### src/rtl/shift_sequencer.sv
`default_nettype none
// ============================================================================
// Module   : shift_sequencer
// Purpose  : Multi-cycle sequencer for register-specified shifts
//            (LSL/LSR/ASR/ROR by Rs). A 1-bit-per-cycle shift register
//            and a step counter replace a full barrel shifter. Valid/ready
//            handshakes are used on both the request and result sides.
// Ports    : clk, reset, flush          - clock, sync reset, sync abort
//            in_valid/in_ready          - request handshake (ready in IDLE)
//            shift_control, Rm, Rs, c_in - op, operand, amount, carry in
//            out_valid/out_ready        - result handshake (valid in DONE)
//            Rd, ShifterFlags           - result and {N,Z,C,V}
//            busy                       - sequencer not idle
// Revision : 1.0 - initial release
// ============================================================================
module shift_sequencer #(
  parameter int WIDTH    = 32,
  parameter int AMT_BITS = 8
) (
  input  logic                clk,
  input  logic                reset,
  input  logic                flush,
  input  logic                in_valid,
  output logic                in_ready,
  input  logic [1:0]          shift_control,
  input  logic [WIDTH-1:0]    Rm,
  input  logic [AMT_BITS-1:0] Rs,
  input  logic                c_in,
  output logic                out_valid,
  input  logic                out_ready,
  output logic [WIDTH-1:0]    Rd,
  output logic [3:0]          ShifterFlags,
  output logic                busy
);

  localparam int LOG_W = $clog2(WIDTH);
  // Counter must hold WIDTH+1 steps (logical shifts by more than WIDTH).
  localparam int CNT_W = $clog2(WIDTH + 2);

  localparam logic [31:0] MAX_LOGICAL = 32'(WIDTH + 1);
  localparam logic [31:0] MAX_ARITH   = 32'(WIDTH);

  localparam logic [1:0] S_IDLE = 2'd0;
  localparam logic [1:0] S_BUSY = 2'd1;
  localparam logic [1:0] S_DONE = 2'd2;

  localparam logic [1:0] OP_LSL = 2'b00;
  localparam logic [1:0] OP_LSR = 2'b01;
  localparam logic [1:0] OP_ASR = 2'b10;
  localparam logic [1:0] OP_ROR = 2'b11;

  logic [1:0]       state_q, state_d;
  logic [WIDTH-1:0] sh_q;
  logic [1:0]       op_q;
  logic [CNT_W-1:0] cnt_q;
  logic [WIDTH-1:0] rd_q;
  logic [3:0]       flags_q;

  logic [31:0]      w_amt;
  logic [CNT_W-1:0] w_steps;
  logic             w_zero_c;
  logic [WIDTH-1:0] w_step_sh;
  logic             w_step_c;
  logic             w_accept;
  logic             w_last_step;

  assign w_amt       = 32'(Rs);
  assign w_accept    = (state_q == S_IDLE) && in_valid;
  assign w_last_step = (state_q == S_BUSY) && (cnt_q == CNT_W'(1));

  // --------------------------------------------------------------------------
  // Step count and carry for the zero-step cases, decided at accept time.
  // Logical shifts run one step past WIDTH so the carry naturally becomes 0.
  // --------------------------------------------------------------------------
  always_comb begin
    w_steps  = '0;
    w_zero_c = c_in;
    if (w_amt != 32'd0) begin
      case (shift_control)
        OP_LSL, OP_LSR: w_steps = CNT_W'((w_amt > MAX_LOGICAL) ? MAX_LOGICAL : w_amt);
        OP_ASR:         w_steps = CNT_W'((w_amt > MAX_ARITH) ? MAX_ARITH : w_amt);
        default: begin
          // Rotation by a multiple of WIDTH leaves Rm intact; C is its MSB.
          w_steps  = CNT_W'(w_amt[LOG_W-1:0]);
          w_zero_c = Rm[WIDTH-1];
        end
      endcase
    end
  end

  // One shift/rotate step of the working register.
  always_comb begin
    w_step_sh = sh_q;
    w_step_c  = 1'b0;
    case (op_q)
      OP_LSL: begin
        w_step_sh = {sh_q[WIDTH-2:0], 1'b0};
        w_step_c  = sh_q[WIDTH-1];
      end
      OP_LSR: begin
        w_step_sh = {1'b0, sh_q[WIDTH-1:1]};
        w_step_c  = sh_q[0];
      end
      OP_ASR: begin
        w_step_sh = {sh_q[WIDTH-1], sh_q[WIDTH-1:1]};
        w_step_c  = sh_q[0];
      end
      OP_ROR: begin
        w_step_sh = {sh_q[0], sh_q[WIDTH-1:1]};
        w_step_c  = sh_q[0];
      end
      default: begin
        w_step_sh = sh_q;
        w_step_c  = 1'b0;
      end
    endcase
  end

  // --------------------------------------------------------------------------
  // FSM: state register
  // --------------------------------------------------------------------------
  always_ff @(posedge clk) begin
    if (reset || flush) begin
      state_q <= S_IDLE;
    end else begin
      state_q <= state_d;
    end
  end

  // FSM: next-state logic
  always_comb begin
    state_d = state_q;
    case (state_q)
      S_IDLE: begin
        if (in_valid) begin
          state_d = (w_steps == '0) ? S_DONE : S_BUSY;
        end
      end
      S_BUSY: begin
        if (cnt_q == CNT_W'(1)) begin
          state_d = S_DONE;
        end
      end
      S_DONE: begin
        if (out_ready) begin
          state_d = S_IDLE;
        end
      end
      default: state_d = S_IDLE;
    endcase
  end

  // FSM: outputs
  always_comb begin
    in_ready  = 1'b0;
    out_valid = 1'b0;
    busy      = 1'b1;
    case (state_q)
      S_IDLE: begin
        in_ready = 1'b1;
        busy     = 1'b0;
      end
      S_DONE:  out_valid = 1'b1;
      default: begin
        in_ready  = 1'b0;
        out_valid = 1'b0;
      end
    endcase
  end

  // --------------------------------------------------------------------------
  // Datapath. The working register sh_q shifts during BUSY; the visible
  // result rd_q/flags_q is only written on DONE entry so it stays stable.
  // --------------------------------------------------------------------------
  always_ff @(posedge clk) begin
    if (reset || flush) begin
      sh_q    <= '0;
      op_q    <= OP_LSL;
      cnt_q   <= '0;
      rd_q    <= '0;
      flags_q <= '0;
    end else if (w_accept) begin
      sh_q  <= Rm;
      op_q  <= shift_control;
      cnt_q <= w_steps;
      if (w_steps == '0) begin
        rd_q    <= Rm;
        flags_q <= {Rm[WIDTH-1], (Rm == '0), w_zero_c, 1'b0};
      end
    end else if (state_q == S_BUSY) begin
      sh_q  <= w_step_sh;
      cnt_q <= cnt_q - CNT_W'(1);
      if (w_last_step) begin
        rd_q    <= w_step_sh;
        flags_q <= {w_step_sh[WIDTH-1], (w_step_sh == '0), w_step_c, 1'b0};
      end
    end
  end

  assign Rd           = rd_q;
  assign ShifterFlags = flags_q;

endmodule
`default_nettype wire
### config.mk
export PLATFORM = sky130hd
export DESIGN_NAME = shift_sequencer
export DESIGN_NICKNAME = d
export VERILOG_FILES = /design/src/rtl/shift_sequencer.sv
export SDC_FILE = /design/constraint.sdc
export NUM_CORES = 1
export LEC_CHECK = 0
export BUFFER_PORTS_ARGS = -buffer_cell sky130_fd_sc_hd__buf_2
export CAP_MARGIN = 10
export CORE_UTILIZATION = 45
export DETAILED_ROUTE_END_ITERATION = 12
export PLACE_DENSITY = 0.72
export SYNTH_ARGS = -nofsm -noshare
export SYNTH_HDL_FRONTEND = slang
export SYNTH_SLANG_ARGS = --single-unit
### constraint.sdc
create_clock -name clk -period 1.9 [get_ports clk]
set_clock_uncertainty 0.15 [all_clocks]
set_input_delay 0.38 -clock clk [delete_from_list [all_inputs] [get_ports clk]]
set_output_delay 0.38 -clock clk [all_outputs]
set_load 0.01 [all_outputs]
==> key figures, run 1 <==
Run status
  • Status: finished clean

Drt
  • Vias: 3,938
  • Routed Antenna Nets: 0
  • DRC: 0
  • Routed WL per cell: 14.2 µm
  • Vias/cell: roughly 5.4
  • DRT iter0 DRCs: roughly 230
  • Drt first pass iters: 5
  • WL final: just over 10 mm

Timing
  • Hold Fails Final Rpt: 0
  • Max Fclk: 532 MHz
  • Post-layout min period: 1880 ps
  • # setup viols final: 0
  • RSZ-0062 raised after global routing: yes
  • Slew Viols, Final: 0
  • Hold Slack: 147 ps
  • Final period util: between 90% and 100%

Layout
  • Fill cells: 773
  • Antenna cell count: 0
  • Final Instance Area: between 4000 and 5000 µm²
  • Layout Nets: between 600 and 700
  • Area grow syn2layout: 26.7%
  • Layout cell share with drive strength beyond 1: 26.5%

Logic synthesis
  • Synth Area in Simple Gates: 25.4%
  • Post-synth EDFFs: 0
  • Synth Register Bits: between 70 and 80
  • Top cells by area, synth: dfxtp_1, nand2_1, a21oi_1, mux2i_1, o21ai_0
  • Synth Instances: roughly 520
  • Yosys top cell area share: roughly two fifths
  • Post-synth top flop: dfxtp_1
  • Synthesized net count: between 500 and 600
  • Post-synth ARST share: 0%
  • Combinational family with the most area after synthesis: simple AND/OR/NAND/NOR gates
  • Cell accounting for the most synthesized area: dfxtp_1
  • Seq/Total Area, Yosys: 39.9%
  • Xor/xnor share of the synthesized area: 0%
  • Post-synthesis compound-gate area fraction: 19.3%
  • Synth unique cells: 39
  • YS warnings: 0
  • Syn avg cell area: 7.40 µm²
  • Cell area after synthesis: ~3800 µm²
  • Mux cell area share after synthesis: 9.57%
  • Synth Area in Adders: 0.656%

Power
  • Worst IR Drop VDD: 486 µV
  • Pwr dens: between 700 and 800 nW/µm²
  • Leakage: 2.07 nW

Global route
  • Grt ovf: 0
  • Largest net degree at the start of global routing: 35
  • Antenna violations before repair: 0
  • Global-route usage over all layers: 23.9%
  • First-pass GRT wire length: 16.6 mm
  • Vias in the first global route: 3,623

Clock tree
  • Num CTS Buffers: 9
  • Root buffer cell: clkbuf_8
  • CTS tree: done
  • Worst skew pair latency: ~370 ps
  • H-tree depth: 3
  • Bufs on Longest Clock Path: 2
  • Clk sink count: 76
  • Worst-path clk slew: 80 ps

Critical path
  • Critical register-to-register path startpoint: state_q[0]
  • CP Launch Point: Rs[4]
  • Arr. time, crit path: 2010 ps
  • Startpoint types: primary input
  • Worst-path cell chain: buf_2 > or4_4 > a211o_1 > o21ai_4 > buf_12 > nor2_1 > a211oi_2
  • FF-to-FF path depth: 5
  • R2R Path End: Rd[0]
  • Worst Path Max Fanout: 21
  • Slowest Stage Delay on Critical Path: 570 ps
  • Max stage delay cell, worst path: or4_4
  • Reg2Reg Setup Slack: 140 ps
  • WS Path Type: in -> reg
  • Crit. End Element: flip-flop
  • Worst EP required: 2030 ps

Flow run
  • Max Cap Viol: 0

Worst hold path
  • Worst hold endpoint: state_q[1]
  • Min-delay src: out_ready
  • HP Class: in -> reg
  • Hold Crit Depth: 3

Placed design
  • # port buffers: 85
  • Post-placement cell area: 4600 µm²
  • Post-DP HPWL: ~7.3 mm
  • Gpl congestion: 0.888

Floorplanning
  • I/O pin count: 87
  • Die X-Extent: ~94 µm
  • Std cell rows: 33
  • Core Region: 8220 µm²
  • Starting Density: 46.4%
  • Die span in y: around 94 µm
  • Die area: approximately 9000 µm²
## worst max-delay path by stage
| stage | slack, ps | end | depth (start not counted) |
|---|---|---|---|
| 6_report | 20 | Rd[0] | 7 |
| 3_3_place_gp | -310 | Rd[22] | 7 |
| 3_5_place_dp | -360 | Rd[25] | 7 |
| 5_1_grt | -50 | Rd[0] | 7 |
| 2_1_floorplan | -120 | Rd[18] | 6 |
| 4_1_cts | 4 | ShifterFlags[2] | 7 |
## layer usage
layer,GRT usage [%],part of all wire (%),vias up
li1,-,-,1963
met1,31.0,46,1819
met2,39.0,46,143
met3,4.61,6.0,13
met4,9.10,1.7,0
met5,0,0,-
## where the power goes
part	internal, W	switching [W]
logic	0.000219	0.000288
registers	0.00162	0.0000279
clock network	0.000769	0.000606
total	0.00261	0.000922
## registers in the layout, indices dropped and copies added, names as in the netlist
signal        cells
ShifterFlags      3
sh_q             32
Rd               31
op_q              2
state_q           2
cnt_q             6
## cells in the mapped netlist (all sizes together) (2+ instances only)
library cell,count
a2111oi,2
a211oi,4
a21oi,73
a22o,2
a22oi,2
a31oi,4
buf,13
clkbuf,24
dfxtp,76
ha,2
inv,4
mux2,4
mux2i,32
nand2,169
nand3,7
nand4,2
nor2,15
nor2b,2
nor3,8
nor3b,3
nor4,14
o21a,2
o21ai,39
or2,3
or4,2
## kinds of logic (layout without fill, tap and decap cells)
kind of cell               Yosys count  count (layout)
AOI/OAI and AO/OA                  131             131
adders and majority gates            2               2
buffers and inverters               41             143
DFF                                 76              76
muxes                               36              36
other                                1               1
and+or+nand+nor                    229             229
## stage by stage
| stage | instances | worst slack [ps] | util (%) | TNS (ps) | total power (W) |
|---|---|---|---|---|---|
| after global routing | 723 | -47.2 | 58.9 | -149 | 0.00366 |
| final | 723 | 22.0 | 58.9 | 0 | 0.00353 |
| after global placement | 707 | -312 | 55.9 | -9980 | 0.00217 |
| after floorplan | 516 | -116 | - | -3430 | 0.00196 |
| after detailed placement | 707 | -358 | 55.9 | -11080 | 0.00218 |
| after CTS | 722 | 4.38 | 58.6 | 0 | 0.00353 |
## critical path: cells and delay by family
family | cells | cell delay (ps)
AO/OA/AOI/OAI | 3 | 700
AND/OR/NAND/NOR | 2 | 630
buffers and inverters | 2 | 300
## cell type report
cell class / count / area (µm²) / share of cell area [%]
inverter: 4 / 15.0 / 0.310
timing repair buffer: 124 / 810 / 16.7
multi-input combinational: 399 / 2140 / 44.3
clock inverter: 4 / 73.8 / 1.53
sequential: 76 / 1520 / 31.5
tap: 105 / 131 / 2.72
clock buffer: 11 / 141 / 2.92
## cell usage in the layout (no fill, tap or decap), types with 2 or more instances in the layout
cell       instances
a211oi_1           2
a211oi_2           2
a21oi_1           68
a21oi_2            5
a22o_1             2
a22oi_1            2
a31oi_1            4
buf_12             7
buf_2             85
buf_4             31
bufinv_16          2
clkbuf_8          10
dfxtp_1           76
ha_1               2
inv_1              4
mux2_2             4
mux2i_1           32
nand2_1          164
nand2_2            5
nand3_1            7
nand4_1            2
nor2_1            13
nor3_1             8
nor3b_1            2
nor4_1            14
o21a_1             2
o21ai_0           38
or2_2              3
## repair_timing
item | in CTS | in global routing
endpoints found under the hold margin | 0 | 0
setup endpoints to repair | 0 | 22
resized for setup | 0 | 5
hold buffers | 0 | 0
buffers inserted | 0 | 1
Note: power is estimated with default switching activity, not from simulation.
==> run 2, diff against run 1 <==
--- a/config.mk
+++ b/config.mk
@@ -7,9 +7,11 @@
 export LEC_CHECK = 0
 export BUFFER_PORTS_ARGS = -buffer_cell sky130_fd_sc_hd__buf_2
 export CAP_MARGIN = 10
-export CORE_UTILIZATION = 45
+export CELL_PAD_IN_SITES_DETAIL_PLACEMENT = 1
+export CELL_PAD_IN_SITES_GLOBAL_PLACEMENT = 2
+export CORE_UTILIZATION = 27
 export DETAILED_ROUTE_END_ITERATION = 12
-export PLACE_DENSITY = 0.72
+export PLACE_DENSITY = 0.77
 export SYNTH_ARGS = -nofsm -noshare
 export SYNTH_HDL_FRONTEND = slang
 export SYNTH_SLANG_ARGS = --single-unit
==> run 2 against run 1 <==
  * Worst hold slack better by 51 ps
  * Die area is 65% higher
  * Global-route usage is 6.2 points lower
  * Total power is 7.6% higher
  * Worst setup slack worse by 10 ps
  * Clock-buffer cell count is 2 higher
  * Sequential power hardly changed
  * Critical path depth is 1 higher
  * Final cell count is 11% higher
  * First-iteration DRC count is 50% lower
  * Via count is 0.15% lower
  * Flip-flop and latch count stayed put
==> key figures, run 2 (synthesized netlist as in run 1, its figures left out) <==
Run status
  • Status: finished clean

Timing
  • # setup viols final: 0 (unchanged)
  • Hold Fails Final Rpt: 0 (unchanged)
  • Max Fclk: 530 MHz (-0.54%)
  • Slew @ Worst Pin: roughly 520 ps
  • Final period util: 99.4% (+0.54 points)
  • Post-route setup TNS: 0 ps (unchanged)
  • Post-layout min period: 1890 ps (+10.2 ps)
  • Hold Slack: 198 ps (+51.0 ps)
  • RSZ-0062 raised after global routing: yes
  • Slew Viols, Final: 0 (unchanged)
  • Slew Limit Headroom: 64.7%

Floorplanning
  • Die X-Extent: 121 µm (+28%)
  • Die area: 14,600 µm² (+65%)
  • Die span in y: 121 µm (+28%)
  • I/O pin count: 87 (unchanged)
  • Core Region: 13,800 µm² (+68%)
  • Starting Density: 27.6% (-19 points)
  • Std cell rows: 43 (+30%)

Critical path
  • R2R Path End: Rd[1]
  • Worst EP required: 2030 ps (about the same)
  • Worst Path Max Fanout: 8 (-62%)
  • WS Path Type: in -> reg
  • Startpoint types: primary input
  • Reg2Reg Setup Slack: 110 ps (-30 ps)
  • Max stage delay cell, worst path: or4_4
  • Arr. time, crit path: 2020 ps (about the same)
  • Buf/Inv on CP: 3 (+1)
  • Crit-path leading delay family: compound AO/OA/AOI/OAI gates
  • CP Launch Point: Rs[4]
  • Slowest Stage Delay on Critical Path: 540 ps (-30 ps)
  • Crit. End Element: flip-flop
  • Critical register-to-register path startpoint: state_q[0]
  • Setup crit end: Rd[1]
  • Worst-path cell chain: buf_6 > or4_4 > a211o_4 > o21ai_4 > buf_12 > clkbuf_16 > nand2_1 > a21oi_1
  • Levels on crit path: 8 (+1)
  • FF-to-FF path depth: 8 (+3)

Drt
  • Drt first pass iters: 4 (-1)
  • Routed Antenna Nets: 0 (unchanged)
  • DRC: 0 (unchanged)
  • Vias: 3,932 (-0.15%)
  • WL final: 12.8 mm (+25%)
  • Routed WL per cell: 16.0 µm (+13%)
  • DRT iter0 DRCs: 116 (-50%)
  • Vias/cell: 4.90 (-10%)

Clock tree
  • H-tree depth: 3 (unchanged)
  • Hold-fix buffers, CTS: 0 (unchanged)
  • Root buffer cell: clkbuf_16
  • Bufs on Longest Clock Path: 2 (unchanged)
  • Num CTS Buffers: 9 (unchanged)
  • Worst skew pair latency: 350 ps (-20 ps)
  • Clk sink count: 76 (unchanged)
  • CTS tree: done
  • Worst-path clk slew: 60 ps (-20 ps)

Worst hold path
  • HP Class: in -> reg
  • Hold Crit Depth: 3 (unchanged)

Layout
  • Most flops, register: sh_q
  • Non-Filler Instances: 802 (+11%)
  • Area grow syn2layout: 35.9%
  • Antenna cell count: 0 (unchanged)
  • Layout cell share with drive strength beyond 1: 29.7% (+3.2 points)
  • Layout Nets: 668 (+0.60%)
  • Final Instance Area: 5190 µm² (+7.3%)
  • Max reg flops: 32 (unchanged)
  • Leading cell type in the layout, fill and taps excluded: nand2_1
  • Most frequent cells in the layout: nand2_1, buf_2, dfxtp_1

Global route
  • Global-route usage over all layers: 17.7% (-6.2 points)
  • Antenna violations before repair: 0 (unchanged)
  • Vias in the first global route: 4,007 (+11%)
  • First-pass GRT wire length: 20.0 mm (+20%)
  • Grt ovf: 0 (unchanged)
  • Largest net degree at the start of global routing: 37 (+5.7%)

Placed design
  • # port buffers: 85 (unchanged)
  • Post-DP HPWL: 9.23 mm (+26%)
  • Placed insts: 783 (+11%)
  • Post-placement cell area: 4710 µm² (+2.5%)
  • Gpl congestion: 0.905 (+1.8%)

Power
  • Leakage: 2.18 nW (+5.2%)
  • Tot Pwr: 0.00380 W (+7.6%)
  • Worst IR Drop VDD: 349 µV (-28%)
  • Pwr dens: 732 nW/µm² (+0.32%)

Flow run
  • Max Cap Viol: 0 (unchanged)
run 2: cell types whose count changed in the layout (fill, tap and decap cells not counted), sizes merged:
| cell | change |
|---|---|
| clkbuf | +4 |
| buf | +2 |
| bufinv | -2 |
run 2: area by class of cell:
cell class                 instances  area [µm²]
inverter                           4        15.0
multi-input combinational        399        2240
clock inverter                     2        10.0
tap                              180         225
sequential                        76        1520
timing repair buffer             128         918
fill                            1691        8640
clock buffer                      13         260
run 2: per-layer routing:
metal / share of wire, % / routed length [µm] / global-route usage (%) / vias to the layer above
li1: - / - / - / 1975
met1: 48 / 6110 / 22.5 / 1873
met4: 1.6 / 211 / 7.41 / 0
met3: 3.5 / 454 / 3.29 / 13
met5: 0 / 0 / 0 / -
met2: 47 / 6020 / 29.1 / 71
run 2: worst min path at each step:
| stage | from | end | slack (ps) |
|---|---|---|---|
| 6_report | out_ready | state_q[1] | 200 |
| 5_1_grt | out_ready | state_q[1] | 210 |
| 4_1_cts | out_ready | state_q[1] | 190 |
| 3_5_place_dp | Rd[3] | Rd[3] | 300 |
| 3_3_place_gp | ShifterFlags[1] | ShifterFlags[1] | 290 |
| 2_1_floorplan | op_q[1] | op_q[1] | 300 |
run 2: what timing repair did:
| item | 4_1_cts | 5_1_grt |
|---|---|---|
| gates cloned | 0 | 3 |
| setup buffers | 0 | 1 |
| pin swaps | 2 | 7 |
| endpoints found under the setup margin | 16 | 34 |
| gates resized for setup | 4 | 27 |
run 2: tightest hold or removal path, cell delays in order:
cell and delay (ps):
buf_2 70, nand2b_1 120, a21oi_1 70
run 2: per-stage QoR:
| stage | setup WS (ps) | util, % |
|---|---|---|
| after CTS | -0.556 | 36.1 |
| after global placement | -362 | 34.1 |
| after global routing | -4.72 | 37.5 |
| after detailed placement | -487 | 34.1 |
| after floorplan | -116 | - |
| final | 11.8 | 37.5 |
run 2: where the power goes:
group | leakage [nW] | switching (W) | internal, W
logic | 1.43 | 0.000314 | 0.000230
clock network | 0.135 | 0.000658 | 0.000945
registers | 0.614 | 0.0000290 | 0.00162
total | 2.18 | 0.00100 | 0.00280
